### src/rtl/mac_seq_pkg.sv
// ---------------------------------------------------------------------------
// mac_seq_pkg
// Shared types and constants for the DSP48A1 MAC sequencer:
//   - slot_e   : operand slot type issued to the slice each cycle
//   - state_e  : sequencer FSM state
//   - OPM_*    : DSP48A1 OPMODE encodings for each slot type
//   - slot_opmode() : slot type -> OPMODE mapping
// ---------------------------------------------------------------------------
package mac_seq_pkg;

  typedef enum logic [1:0] {
    SLOT_FIRST = 2'd0,
    SLOT_ACC   = 2'd1,
    SLOT_HOLD  = 2'd2
  } slot_e;

  typedef enum logic {
    ST_IDLE  = 1'b0,
    ST_BURST = 1'b1
  } state_e;

  // X=M, Z=0 : start a new accumulation
  localparam logic [7:0] OPM_FIRST = 8'h01;
  // X=M, Z=P : accumulate
  localparam logic [7:0] OPM_ACC   = 8'h09;
  // X=0, Z=P : keep P unchanged
  localparam logic [7:0] OPM_HOLD  = 8'h08;

  function automatic logic [7:0] slot_opmode(input slot_e slot);
    logic [7:0] opm;
    case (slot)
      SLOT_FIRST: opm = OPM_FIRST;
      SLOT_ACC:   opm = OPM_ACC;
      SLOT_HOLD:  opm = OPM_HOLD;
      default:    opm = OPM_HOLD;
    endcase
    return opm;
  endfunction

endpackage

### src/rtl/mac_seq_fifo.sv
// ---------------------------------------------------------------------------
// mac_seq_fifo
// Two-entry synchronous FIFO holding captured results ({sat, data}).
// A push while full is accepted only when a pop happens in the same cycle,
// so occupancy stays at 2 in that case.
// Ports:
//   clk_i, rst_ni : clock, asynchronous active-low reset
//   push_i        : write wdata_i
//   pop_i         : remove the head entry (ignored when empty)
//   wdata_i       : entry to write
//   rdata_o       : head entry (zero after reset)
//   valid_o       : FIFO non-empty
// ---------------------------------------------------------------------------
module mac_seq_fifo #(
  parameter int DW = 37
) (
  input  logic          clk_i,
  input  logic          rst_ni,
  input  logic          push_i,
  input  logic          pop_i,
  input  logic [DW-1:0] wdata_i,
  output logic [DW-1:0] rdata_o,
  output logic          valid_o
);

  logic [DW-1:0] mem_q [2];
  logic          wr_ptr_q;
  logic          rd_ptr_q;
  logic [1:0]    cnt_q;
  logic          do_pop_s;
  logic          do_push_s;

  assign do_pop_s  = pop_i & (cnt_q != 2'd0);
  assign do_push_s = push_i & ((cnt_q != 2'd2) | do_pop_s);

  // Storage, pointers and occupancy counter.
  always_ff @(posedge clk_i or negedge rst_ni) begin
    if (!rst_ni) begin
      mem_q[0] <= '0;
      mem_q[1] <= '0;
      wr_ptr_q <= 1'b0;
      rd_ptr_q <= 1'b0;
      cnt_q    <= 2'd0;
    end else begin
      if (do_push_s) begin
        mem_q[wr_ptr_q] <= wdata_i;
        wr_ptr_q        <= ~wr_ptr_q;
      end
      if (do_pop_s) begin
        rd_ptr_q <= ~rd_ptr_q;
      end
      case ({do_push_s, do_pop_s})
        2'b10:   cnt_q <= cnt_q + 2'd1;
        2'b01:   cnt_q <= cnt_q - 2'd1;
        default: cnt_q <= cnt_q;
      endcase
    end
  end

  assign rdata_o = mem_q[rd_ptr_q];
  assign valid_o = (cnt_q != 2'd0);

endmodule

### src/rtl/dsp_mac_sequencer.sv
// ---------------------------------------------------------------------------
// dsp_mac_sequencer
// Feeds operand pairs to a DSP48A1 slice (A1REG=B1REG=MREG=PREG=OPMODEREG=1,
// A0REG=B0REG=0) for an N_TAPS multiply-accumulate and returns one result
// per N_TAPS accepted inputs on a backpressured result stream.
//
// Ports:
//   CLK, RST_N            : clock, asynchronous active-low reset
//   S_VALID/S_READY       : operand stream handshake, S_A/S_B signed operands
//   DSP_A/DSP_B           : registered operands to the slice
//   DSP_OPMODE            : registered OPMODE (one cycle behind DSP_A/DSP_B)
//   DSP_P                 : slice P output
//   R_VALID/R_READY       : result stream handshake
//   R_DATA, R_SAT         : signed result and saturation flag
//
// Compile-time option: MAC_SEQ_SAT_EN
//   defined   -> signed clamp of P to OUT_W bits, R_SAT flags clamping
//   undefined -> low OUT_W bits of P (wrap), R_SAT always 0
// ---------------------------------------------------------------------------
module dsp_mac_sequencer
  import mac_seq_pkg::*;
#(
  parameter int WIDTH_2 = 18,
  parameter int WIDTH_4 = 48,
  parameter int OUT_W   = 36,
  parameter int N_TAPS  = 8,
  parameter int DSP_LAT = 3
) (
  input  logic               CLK,
  input  logic               RST_N,
  input  logic               S_VALID,
  output logic               S_READY,
  input  logic [WIDTH_2-1:0] S_A,
  input  logic [WIDTH_2-1:0] S_B,
  output logic [WIDTH_2-1:0] DSP_A,
  output logic [WIDTH_2-1:0] DSP_B,
  output logic [7:0]         DSP_OPMODE,
  input  logic [WIDTH_4-1:0] DSP_P,
  output logic               R_VALID,
  input  logic               R_READY,
  output logic [OUT_W-1:0]   R_DATA,
  output logic               R_SAT
);

  localparam int TAP_W = (N_TAPS > 1) ? $clog2(N_TAPS) : 1;
  localparam logic [TAP_W-1:0] TAP_LAST = TAP_W'(N_TAPS - 1);

  // FSM and slot registers
  state_e             state_q, state_d;
  logic [TAP_W-1:0]   tap_q, tap_d;
  slot_e              slot_q, slot_d;
  logic [WIDTH_2-1:0] dsp_a_q, dsp_a_d;
  logic [WIDTH_2-1:0] dsp_b_q, dsp_b_d;
  logic [7:0]         dsp_opm_q;
  logic               last_q, last_d;

  // LAST tag delay line, aligned so its output coincides with final P
  logic [DSP_LAT-1:0] dly_q, dly_d;

  // Result-slot credits and handshake helpers
  logic [1:0]         credits_q, credits_d;
  logic               rdy_en_q;
  logic               accept_s;
  logic               first_fire_s;
  logic               pop_s;
  logic               s_ready_s;

  // Result capture and FIFO
  logic [OUT_W:0]     cap_s;
  logic [OUT_W:0]     fifo_rdata_s;
  logic               fifo_valid_s;

  assign pop_s        = fifo_valid_s & R_READY;
  // A pop in IDLE frees a result slot in the same cycle, so it may admit a FIRST.
  assign s_ready_s    = rdy_en_q & ((state_q == ST_BURST) | (credits_q != 2'd0) | pop_s);
  assign accept_s     = S_VALID & s_ready_s;
  assign first_fire_s = accept_s & (state_q == ST_IDLE);

  // Next-state logic: pick the slot issued this cycle and advance the tap count.
  always_comb begin
    state_d = state_q;
    tap_d   = tap_q;
    slot_d  = SLOT_HOLD;
    dsp_a_d = '0;
    dsp_b_d = '0;
    last_d  = 1'b0;
    case (state_q)
      ST_IDLE: begin
        if (accept_s) begin
          slot_d  = SLOT_FIRST;
          dsp_a_d = S_A;
          dsp_b_d = S_B;
          if (N_TAPS == 1) begin
            last_d  = 1'b1;
            state_d = ST_IDLE;
            tap_d   = '0;
          end else begin
            state_d = ST_BURST;
            tap_d   = TAP_W'(1);
          end
        end else begin
          slot_d = SLOT_HOLD;
        end
      end
      ST_BURST: begin
        // Bubbles still issue ACC with zero operands so P keeps its timing.
        slot_d = SLOT_ACC;
        if (accept_s) begin
          dsp_a_d = S_A;
          dsp_b_d = S_B;
          if (tap_q == TAP_LAST) begin
            last_d  = 1'b1;
            state_d = ST_IDLE;
            tap_d   = '0;
          end else begin
            tap_d = tap_q + TAP_W'(1);
          end
        end else begin
          tap_d = tap_q;
        end
      end
      default: begin
        state_d = ST_IDLE;
        tap_d   = '0;
      end
    endcase
  end

  // FSM state, registered slice operands and OPMODE.
  always_ff @(posedge CLK or negedge RST_N) begin
    if (!RST_N) begin
      state_q   <= ST_IDLE;
      tap_q     <= '0;
      slot_q    <= SLOT_HOLD;
      dsp_a_q   <= '0;
      dsp_b_q   <= '0;
      dsp_opm_q <= OPM_HOLD;
      last_q    <= 1'b0;
    end else begin
      state_q   <= state_d;
      tap_q     <= tap_d;
      slot_q    <= slot_d;
      dsp_a_q   <= dsp_a_d;
      dsp_b_q   <= dsp_b_d;
      // The slice OPMODE register lags A1/M by one, so OPMODE follows the
      // slot that was on DSP_A/DSP_B one cycle earlier.
      dsp_opm_q <= slot_opmode(slot_q);
      last_q    <= last_d;
    end
  end

  // Shift the LAST tag along the delay line.
  always_comb begin
    dly_d    = dly_q;
    dly_d[0] = last_q;
    for (int i = 1; i < DSP_LAT; i++) begin
      dly_d[i] = dly_q[i-1];
    end
  end

  // LAST tag delay line register.
  always_ff @(posedge CLK or negedge RST_N) begin
    if (!RST_N) begin
      dly_q <= '0;
    end else begin
      dly_q <= dly_d;
    end
  end

  // Credit update: a FIRST reserves a result slot, a pop returns one.
  always_comb begin
    credits_d = credits_q;
    case ({first_fire_s, pop_s})
      2'b10:   credits_d = credits_q - 2'd1;
      2'b01:   credits_d = credits_q + 2'd1;
      default: credits_d = credits_q;
    endcase
  end

  // Credit counter and the post-reset ready enable.
  always_ff @(posedge CLK or negedge RST_N) begin
    if (!RST_N) begin
      credits_q <= 2'd2;
      rdy_en_q  <= 1'b0;
    end else begin
      credits_q <= credits_d;
      rdy_en_q  <= 1'b1;
    end
  end

`ifdef MAC_SEQ_SAT_EN
  function automatic logic [OUT_W:0] sat_capture(input logic [WIDTH_4-1:0] p);
    logic [WIDTH_4-OUT_W:0] hi;
    logic [OUT_W:0]         r;
    // In range iff every bit above the OUT_W sign bit equals that sign bit.
    hi = p[WIDTH_4-1:OUT_W-1];
    if ((hi == '0) || (hi == '1)) begin
      r = {1'b0, p[OUT_W-1:0]};
    end else if (p[WIDTH_4-1]) begin
      r = {1'b1, 1'b1, {(OUT_W-1){1'b0}}};
    end else begin
      r = {1'b1, 1'b0, {(OUT_W-1){1'b1}}};
    end
    return r;
  endfunction

  assign cap_s = sat_capture(DSP_P);
`else
  logic unused_p_hi_s;
  assign unused_p_hi_s = ^DSP_P[WIDTH_4-1:OUT_W];
  assign cap_s         = {1'b0, DSP_P[OUT_W-1:0]};
`endif

  mac_seq_fifo #(
    .DW(OUT_W + 1)
  ) u_fifo (
    .clk_i  (CLK),
    .rst_ni (RST_N),
    .push_i (dly_q[DSP_LAT-1]),
    .pop_i  (R_READY),
    .wdata_i(cap_s),
    .rdata_o(fifo_rdata_s),
    .valid_o(fifo_valid_s)
  );

  assign S_READY    = s_ready_s;
  assign DSP_A      = dsp_a_q;
  assign DSP_B      = dsp_b_q;
  assign DSP_OPMODE = dsp_opm_q;
  assign R_VALID    = fifo_valid_s;
  assign R_DATA     = fifo_rdata_s[OUT_W-1:0];
  assign R_SAT      = fifo_rdata_s[OUT_W];

endmodule

### config.mk
export PLATFORM = sky130hd
export DESIGN_NAME = dsp_mac_sequencer
export DESIGN_NICKNAME = d
export VERILOG_FILES = /design/src/rtl/mac_seq_pkg.sv /design/src/rtl/mac_seq_fifo.sv /design/src/rtl/dsp_mac_sequencer.sv
export SDC_FILE = /design/constraint.sdc
export NUM_CORES = 1
export LEC_CHECK = 0
export CORE_UTILIZATION = 46
export CTS_CLUSTER_DIAMETER = 100
export CTS_CLUSTER_SIZE = 14
export DETAILED_ROUTE_END_ITERATION = 12
export GPL_TIMING_DRIVEN = 0
export PLACE_DENSITY = 0.79
export SYNTH_ARGS = -nofsm -noshare
export SYNTH_HDL_FRONTEND = slang
export SYNTH_HIERARCHICAL = 1
export SYNTH_SLANG_ARGS = --single-unit
### constraint.sdc
create_clock -name CLK -period 2.4 [get_ports CLK]
set_input_delay 0.48 -clock CLK [delete_from_list [all_inputs] [get_ports CLK]]
set_output_delay 0.48 -clock CLK [all_outputs]
set_load 0.02 [all_outputs]
==> results.py, run 1 <==
metrics = {
    "logic_synthesis": {
        "async_flop_share_pct": 100,
        "synth_area_per_cell_um2": 15.8,
        "synth.most_common_cell": "dfrtp_1",
        "ys_seq_elements": 129,
        "synthDistinctLibCells": 35,
        "yosys-top-cells-area": "dfrtp_1 (59%), mux2_2 (17%), mux2_4 (8.4%)",
        "netlist_area_mm2": 0.00538,
        "netlist_instances": 340,
        "synthFlopType": "dfrtp_1",
        "synth_top_area_share_pct": 58.6,
        "synthAdderAreaFrac_pct": 0.930,
        "synth_compound_area_share_pct": 1.28,
        "synth-edff-count": 0,
        "synth_top_area_cell": "dfrtp_1",
        "yosys.area_share.simple_pct": 7.18,
        "synthTopCellsByCount": "dfrtp_1 (126), mux2_2 (80), mux2_4 (30)",
        "synthXorXnorAreaFrac_pct": 1.30,
        "ys_seq_area_share_pct": 60.0,
        "muxShareOfSynthArea_pct": 25.5,
        "synth_top_family_by_area": "multiplexers",
        "ys.warnings.count": 6,
    },
    "floorplan": {
        "chipHeight_um": 110,
        "rows": 39,
        "core_area_mm2": 0.0114,
        "ios": 171,
        "fp.dieW_um": 110,
        "initial_core_util_pct": 47.2,
        "dieArea_mm2": 0.0121,
    },
    "placement": {
        "dp_cells": 643,
        "portBuffers": 152,
        "gp_congestion": 0.702,
        "place_hpwl_um": 7720,
        "dpl_cell_area_mm2": 0.00714,
    },
    "status": {
        "status": "completed",
    },
    "min_path": {
        "min_path_type": "input port to asynchronous set/reset pin",
    },
    "clocking": {
        "clkSlewWorstSetupHoldPaths_ns": 0.05,
        "clk_path_buf_depth": 2,
        "root_buffer": "clkbuf_16",
        "clock_insertion_delay_worst_skew_ns": 0.41,
        "clock-sinks": 129,
        "ctsHoldBuffers": 0,
        "cts_tree": "yes",
        "numCtsBuffers": 17,
        "cts_max_level": 4,
    },
    "timing": {
        "worst_pin_slew_ns": 0.679,
        "hold_viol": 0,
        "max_freq_mhz": 425,
        "fin_crit_sh_pct": 98.1,
        "clock_skew_ns": 0.00339,
        "rsz0062_at_grt": "true",
        "relSlewSlack_pct": 54.8,
        "setup_violations": 0,
        "hold_slack_ns": 0.0882,
        "slew_violations": 0,
        "fin_crit_ns": 2.35,
    },
    "detailed_routing": {
        "drc_errors": 0,
        "wl_um": 11200,
        "drtIter0Drc": 81,
        "ant_nets": 0,
        "via_count": 3279,
        "wl_per_cell_um": 16.6,
        "drtPass1Iterations": 4,
        "viasPerCell": 4.85,
    },
    "setup_path": {
        "cp.required_ns": 1.92,
        "critPathTopFamily": "buffers and inverters",
        "crit_buf_inv": 2,
        "ff2ff_setup_slack_ns": 0.43,
        "slowest_delay_ns": 0.53,
        "endpoint_kind": "primary output",
        "r2r-end": "credits_q[1]$_DFFE_PN1P_",
        "worstPathArrival_ns": 1.87,
        "critPathLaunch": "u_fifo/rd_ptr_q$_DFFE_PN0P_",
        "critPathKind": "flop to primary output",
        "rr_worst_depth": 8,
        "timing.rr.start": "u_fifo/cnt_q[0]$_DFFE_PN0P_",
        "slowest_stage": "clkdlybuf4s50_1",
        "timing.critical_path.to": "R_DATA[12]",
        "crit_chain": "clkbuf_8 -> mux2_2 -> clkdlybuf4s50_1",
        "start_kind": "flop",
        "worst-path-stages": 3,
        "worstPathMaxFanout": 10,
    },
    "cells_and_area": {
        "layout-drive-gt1-share_pct": 35.5,
        "area_growth_pct": 44.7,
        "antenna_cells": 0,
        "final_design_area_no_fill_mm2": 0.00779,
        "final_cell_count_no_fill": 676,
        "final_nets": 612,
        "fin_util_pct": 68.2,
    },
    "job": {
        "drv_cap": 0,
    },
    "global_routing": {
        "grt_max_degree": 73,
        "antenna_found_initial": 0,
        "grt_use_total_pct": 20.2,
        "grt_pass1_vias": 3553,
        "gr-total-overflow": 0,
        "grt_pass1_wl_um": 17800,
    },
    "pwr": {
        "power.density_mw_per_mm2": 654,
        "power_frac_seq_pct": 43.7,
        "p_leak_nw": 3.90,
        "ir_drop_v": 0.000474,
        "p_int_mw": 4.13,
        "combPwrFrac_pct": 4.5,
        "power.share.clock_pct": 51.8,
        "swShare_pct": 18.9,
        "finalPower_mw": 5.09,
        "switchingPower_mw": 0.962,
    },
}
[worst min path at each step]
stage | slack, ns | cells after the start | from | to
after floorplan | 0.18 | 0 | RST_N | DSP_A[0]$_DFF_PN0_
after detailed placement | 0.34 | 0 | last_q$_DFF_PN0_ | dly_q[0]$_DFF_PN0_
final | 0.09 | 1 | RST_N | u_fifo/mem_q[10]$_DFFE_PN0P_
after CTS | 0.11 | 1 | RST_N | u_fifo/mem_q[48]$_DFFE_PN0P_
after global routing | 0.14 | 1 | RST_N | u_fifo/mem_q[46]$_DFFE_PN0P_
after global placement | 0.33 | 0 | last_q$_DFF_PN0_ | dly_q[0]$_DFF_PN0_
[registers in the layout (all words and copies together), names as in the netlist]
| register | flops |
|---|---|
| DSP_A | 18 |
| DSP_B | 18 |
| DSP_OPMODE | 2 |
| credits_q | 2 |
| dly_q | 3 |
| last_q | 1 |
| rdy_en_q | 1 |
| slot_q | 2 |
| state_q | 1 |
| tap_q | 3 |
| u_fifo/cnt_q | 2 |
| u_fifo/mem_q | 74 |
| u_fifo/rd_ptr_q | 1 |
| u_fifo/wr_ptr_q | 1 |
[cell type report]
type                    count  area [µm²]
plain buffers              21         220
clock buffers              29         561
clock inverters             3        65.1
fillers                   805        3630
inverters                   1        3.75
multi-input cells         196        1990
flip-flops and latches    129        3230
well taps                 143         179
repair buffers            154        1550
[routing by layer]
layer / part of all wire, % / up-vias / GRT usage (%)
li1: - / 1510 / -
met4: 1.4 / 0 / 8.18
met2: 48 / 137 / 32.4
met5: 0 / - / 0
met3: 10 / 14 / 9.58
met1: 41 / 1618 / 23.2
[cell usage in the layout (no fill, tap or decap), drive strengths merged, types with 5 or more instances in the layout]
cell / n
and2: 39
clkdlybuf4s50: 114
buf: 22
clkbuf: 32
conb: 9
mux2: 112
dlygate4sd2: 26
nor2: 5
dfrtp: 126
dlymetal6s2s: 10
[logic make-up after synthesis]
logic type,Yosys count
flip-flops,129
multiplexers,112
AND/OR/NAND/NOR,56
buffers and inverters,22
XOR/XNOR,8
AO/OA/AOI/OAI,7
adder cells (fa/ha/maj),4
other,2
[per-stage QoR]
step / worst slack (ns) / setup TNS, ns
2_1_floorplan: 0.395 / 0
3_3_place_gp: -3.96 / -505.54
3_5_place_dp: -0.343 / -0.366
4_1_cts: -0.0104 / -0.0155
5_1_grt: -0.00618 / -0.00618
6_report: 0.0457 / 0
[worst reg2reg max path, stage by stage, from the launching register on]
cell	delay (ns)
dfrtp_2	0.42
or2_4	0.17
a2111oi_4	0.07
buf_4	0.17
or3_2	0.45
ha_1	0.20
xor2_1	0.14
nor2_1	0.12
xor2_1	0.16
[repair_timing]
action	CTS	global route
endpoints found under the hold margin	0	0
setup buffers	1	0
endpoints found under the setup margin	38	24
pin swaps	1	0
gates cloned	0	0
gates resized for setup	40	11
[power by group through the flow]
stage	combinational [mW]	clock, mW	sequential (mW)
4_1_cts	0.233	2.70	2.23
3_5_place_dp	0.231	0	2.26
3_3_place_gp	0.217	0	2.26
6_report	0.228	2.64	2.23
2_1_floorplan	0.0474	0	2.26
5_1_grt	0.252	2.80	2.23
(Power assumes the default switching activity.)
==> run 2, diff against run 1 <==
Settings changed: PLACE_DENSITY 0.79 to unset, PLACE_DENSITY_LB_ADDON set to 0.2.
==> run 2 against run 1 <==
Total power down 1.3%. Flip-flop and latch count unchanged. Via count down 2.0%. Largest cell class unchanged. Count of clock-buffer cells in the layout down 2. Design area down 0.64%. Combinational power about the same.
==> results.py, run 2 (synthesis results as in run 1) <==
metrics = {
    "status": {
        "status": "completed",
    },
    "floorplan": {
        "core_area_mm2": 0.0114,
        "ios": 171,
        "chipHeight_um": 110,
        "initial_core_util_pct": 47.2,
        "fp.dieW_um": 110,
        "rows": 39,
        "dieArea_mm2": 0.0121,
    },
    "setup_path": {
        "cp.required_ns": 1.92,
        "worstPathMaxFanout": 4,
        "endpoint_kind": "primary output",
        "worstPathArrival_ns": 1.85,
        "critPathKind": "flop to primary output",
        "start_kind": "flop",
    },
    "timing": {
        "slew_violations": 0,
        "setup_violations": 0,
        "hold_slack_ns": 0.0794,
        "relSlewSlack_pct": 55.9,
        "fin_crit_sh_pct": 96.9,
        "setup_tns_ns": 0,
        "clock_skew_ns": 0.00540,
        "hold_viol": 0,
        "rsz0062_at_grt": "true",
        "max_freq_mhz": 430,
        "fin_crit_ns": 2.33,
        "setup_slack_ns": 0.0741,
        "worst_pin_slew_ns": 0.661,
    },
    "detailed_routing": {
        "drc_errors": 0,
        "ant_nets": 0,
        "via_count": 3213,
        "wl_um": 11200,
        "wl_per_cell_um": 16.6,
        "drtIter0Drc": 102,
        "viasPerCell": 4.76,
        "drtPass1Iterations": 4,
    },
    "clocking": {
        "clkSlewWorstSetupHoldPaths_ns": 0.05,
        "clock_insertion_delay_worst_skew_ns": 0.41,
        "cts_max_level": 4,
        "numCtsBuffers": 17,
        "cts_tree": "yes",
        "clk_path_buf_depth": 2,
        "clock-sinks": 129,
        "root_buffer": "clkbuf_16",
    },
    "cells_and_area": {
        "largest_register": "u_fifo/mem_q",
        "largest_reg_flops": 74,
        "final_nets": 612,
        "final_common_cell": "dfrtp_1",
        "most-common-layout-cells": "dfrtp_1 (125), clkdlybuf4s50_1 (113), mux2_2 (80), dlygate4sd2_1 (34), mux2_4 (30)",
        "antenna_cells": 0,
        "layout-drive-gt1-share_pct": 35.3,
        "area_growth_pct": 43.8,
        "fin_util_pct": 67.8,
    },
    "placement": {
        "post-place-ws_ns": -0.304,
        "gp_congestion": 0.741,
        "portBuffers": 152,
        "place_hpwl_um": 7600,
    },
    "pwr": {
        "finalPower_mw": 5.03,
        "p_leak_nw": 3.80,
        "ir_drop_v": 0.000622,
        "power.density_mw_per_mm2": 650,
    },
    "global_routing": {
        "antenna_found_initial": 0,
        "gr-total-overflow": 0,
        "grt_use_total_pct": 19.6,
        "grt_pass1_wl_um": 16900,
        "grt_pass1_vias": 3351,
        "grt_max_degree": 73,
    },
    "job": {
        "drv_cap": 0,
    },
    "min_path": {
        "min_path_type": "input port to asynchronous set/reset pin",
    },
}
-- run 2: routing by layer --
metal,global-route usage (%),wire [µm],up-vias
li1,-,-,1501
met1,21.7,4430,1582
met2,30.4,5310,120
met3,11.3,1310,10
met4,9.02,138,0
met5,0,0,-
-- run 2: worst paths after layout --
kind                                             start  cells after the start  slack (ns)                           end
max                        u_fifo/cnt_q[0]$_DFFE_PN0P_                      4        0.07                       S_READY
min                                              RST_N                      1        0.08  u_fifo/mem_q[43]$_DFFE_PN0P_
max reg2reg                u_fifo/cnt_q[0]$_DFFE_PN0P_                      7        0.42      credits_q[1]$_DFFE_PN1P_
min reg2reg                         dly_q[1]$_DFF_PN0_                      0        0.35            dly_q[2]$_DFF_PN0_
max in group asynchronous                        RST_N                      2        1.61  u_fifo/mem_q[62]$_DFFE_PN0P_
min in group CLK                    dly_q[1]$_DFF_PN0_                      0        0.35            dly_q[2]$_DFF_PN0_
-- run 2: what timing repair did --
item                       CTS  global route
pin swaps                    1             0
hold buffers                 0             0
setup endpoints to repair   38            21
resized for setup           48             4
setup buffers                1             0
-- run 2: stage by stage --
stage,cell area (µm²),std cells
final,7740,675
after global routing,7740,675
after CTS,7730,675
after detailed placement,7140,643
after global placement,7110,642
after floorplan,5410,347
-- run 2: area by class of cell --
type / count / area [µm²]
Fill cell: 829 / 3680
Sequential cell: 129 / 3230
Multi-Input combinational cell: 196 / 1990
Timing Repair Buffer: 154 / 1520
Clock buffer: 27 / 533
Buffer: 21 / 220
Tap cell: 143 / 179
Clock inverter: 4 / 70.1
Inverter: 1 / 3.75
-- run 2: worst max-delay path: stages (launching register included) --
cell and delay, ns:
dfrtp_2 0.44, or2_4 0.27, a2111oi_4 0.34, and2b_1 0.23, buf_2 0.15
-- run 2: power breakdown --
part	internal, mW	switching, mW	leakage [nW]
combinational	0.142	0.0840	1.80
clock	1.71	0.864	0.299
sequential	2.21	0.0149	1.70
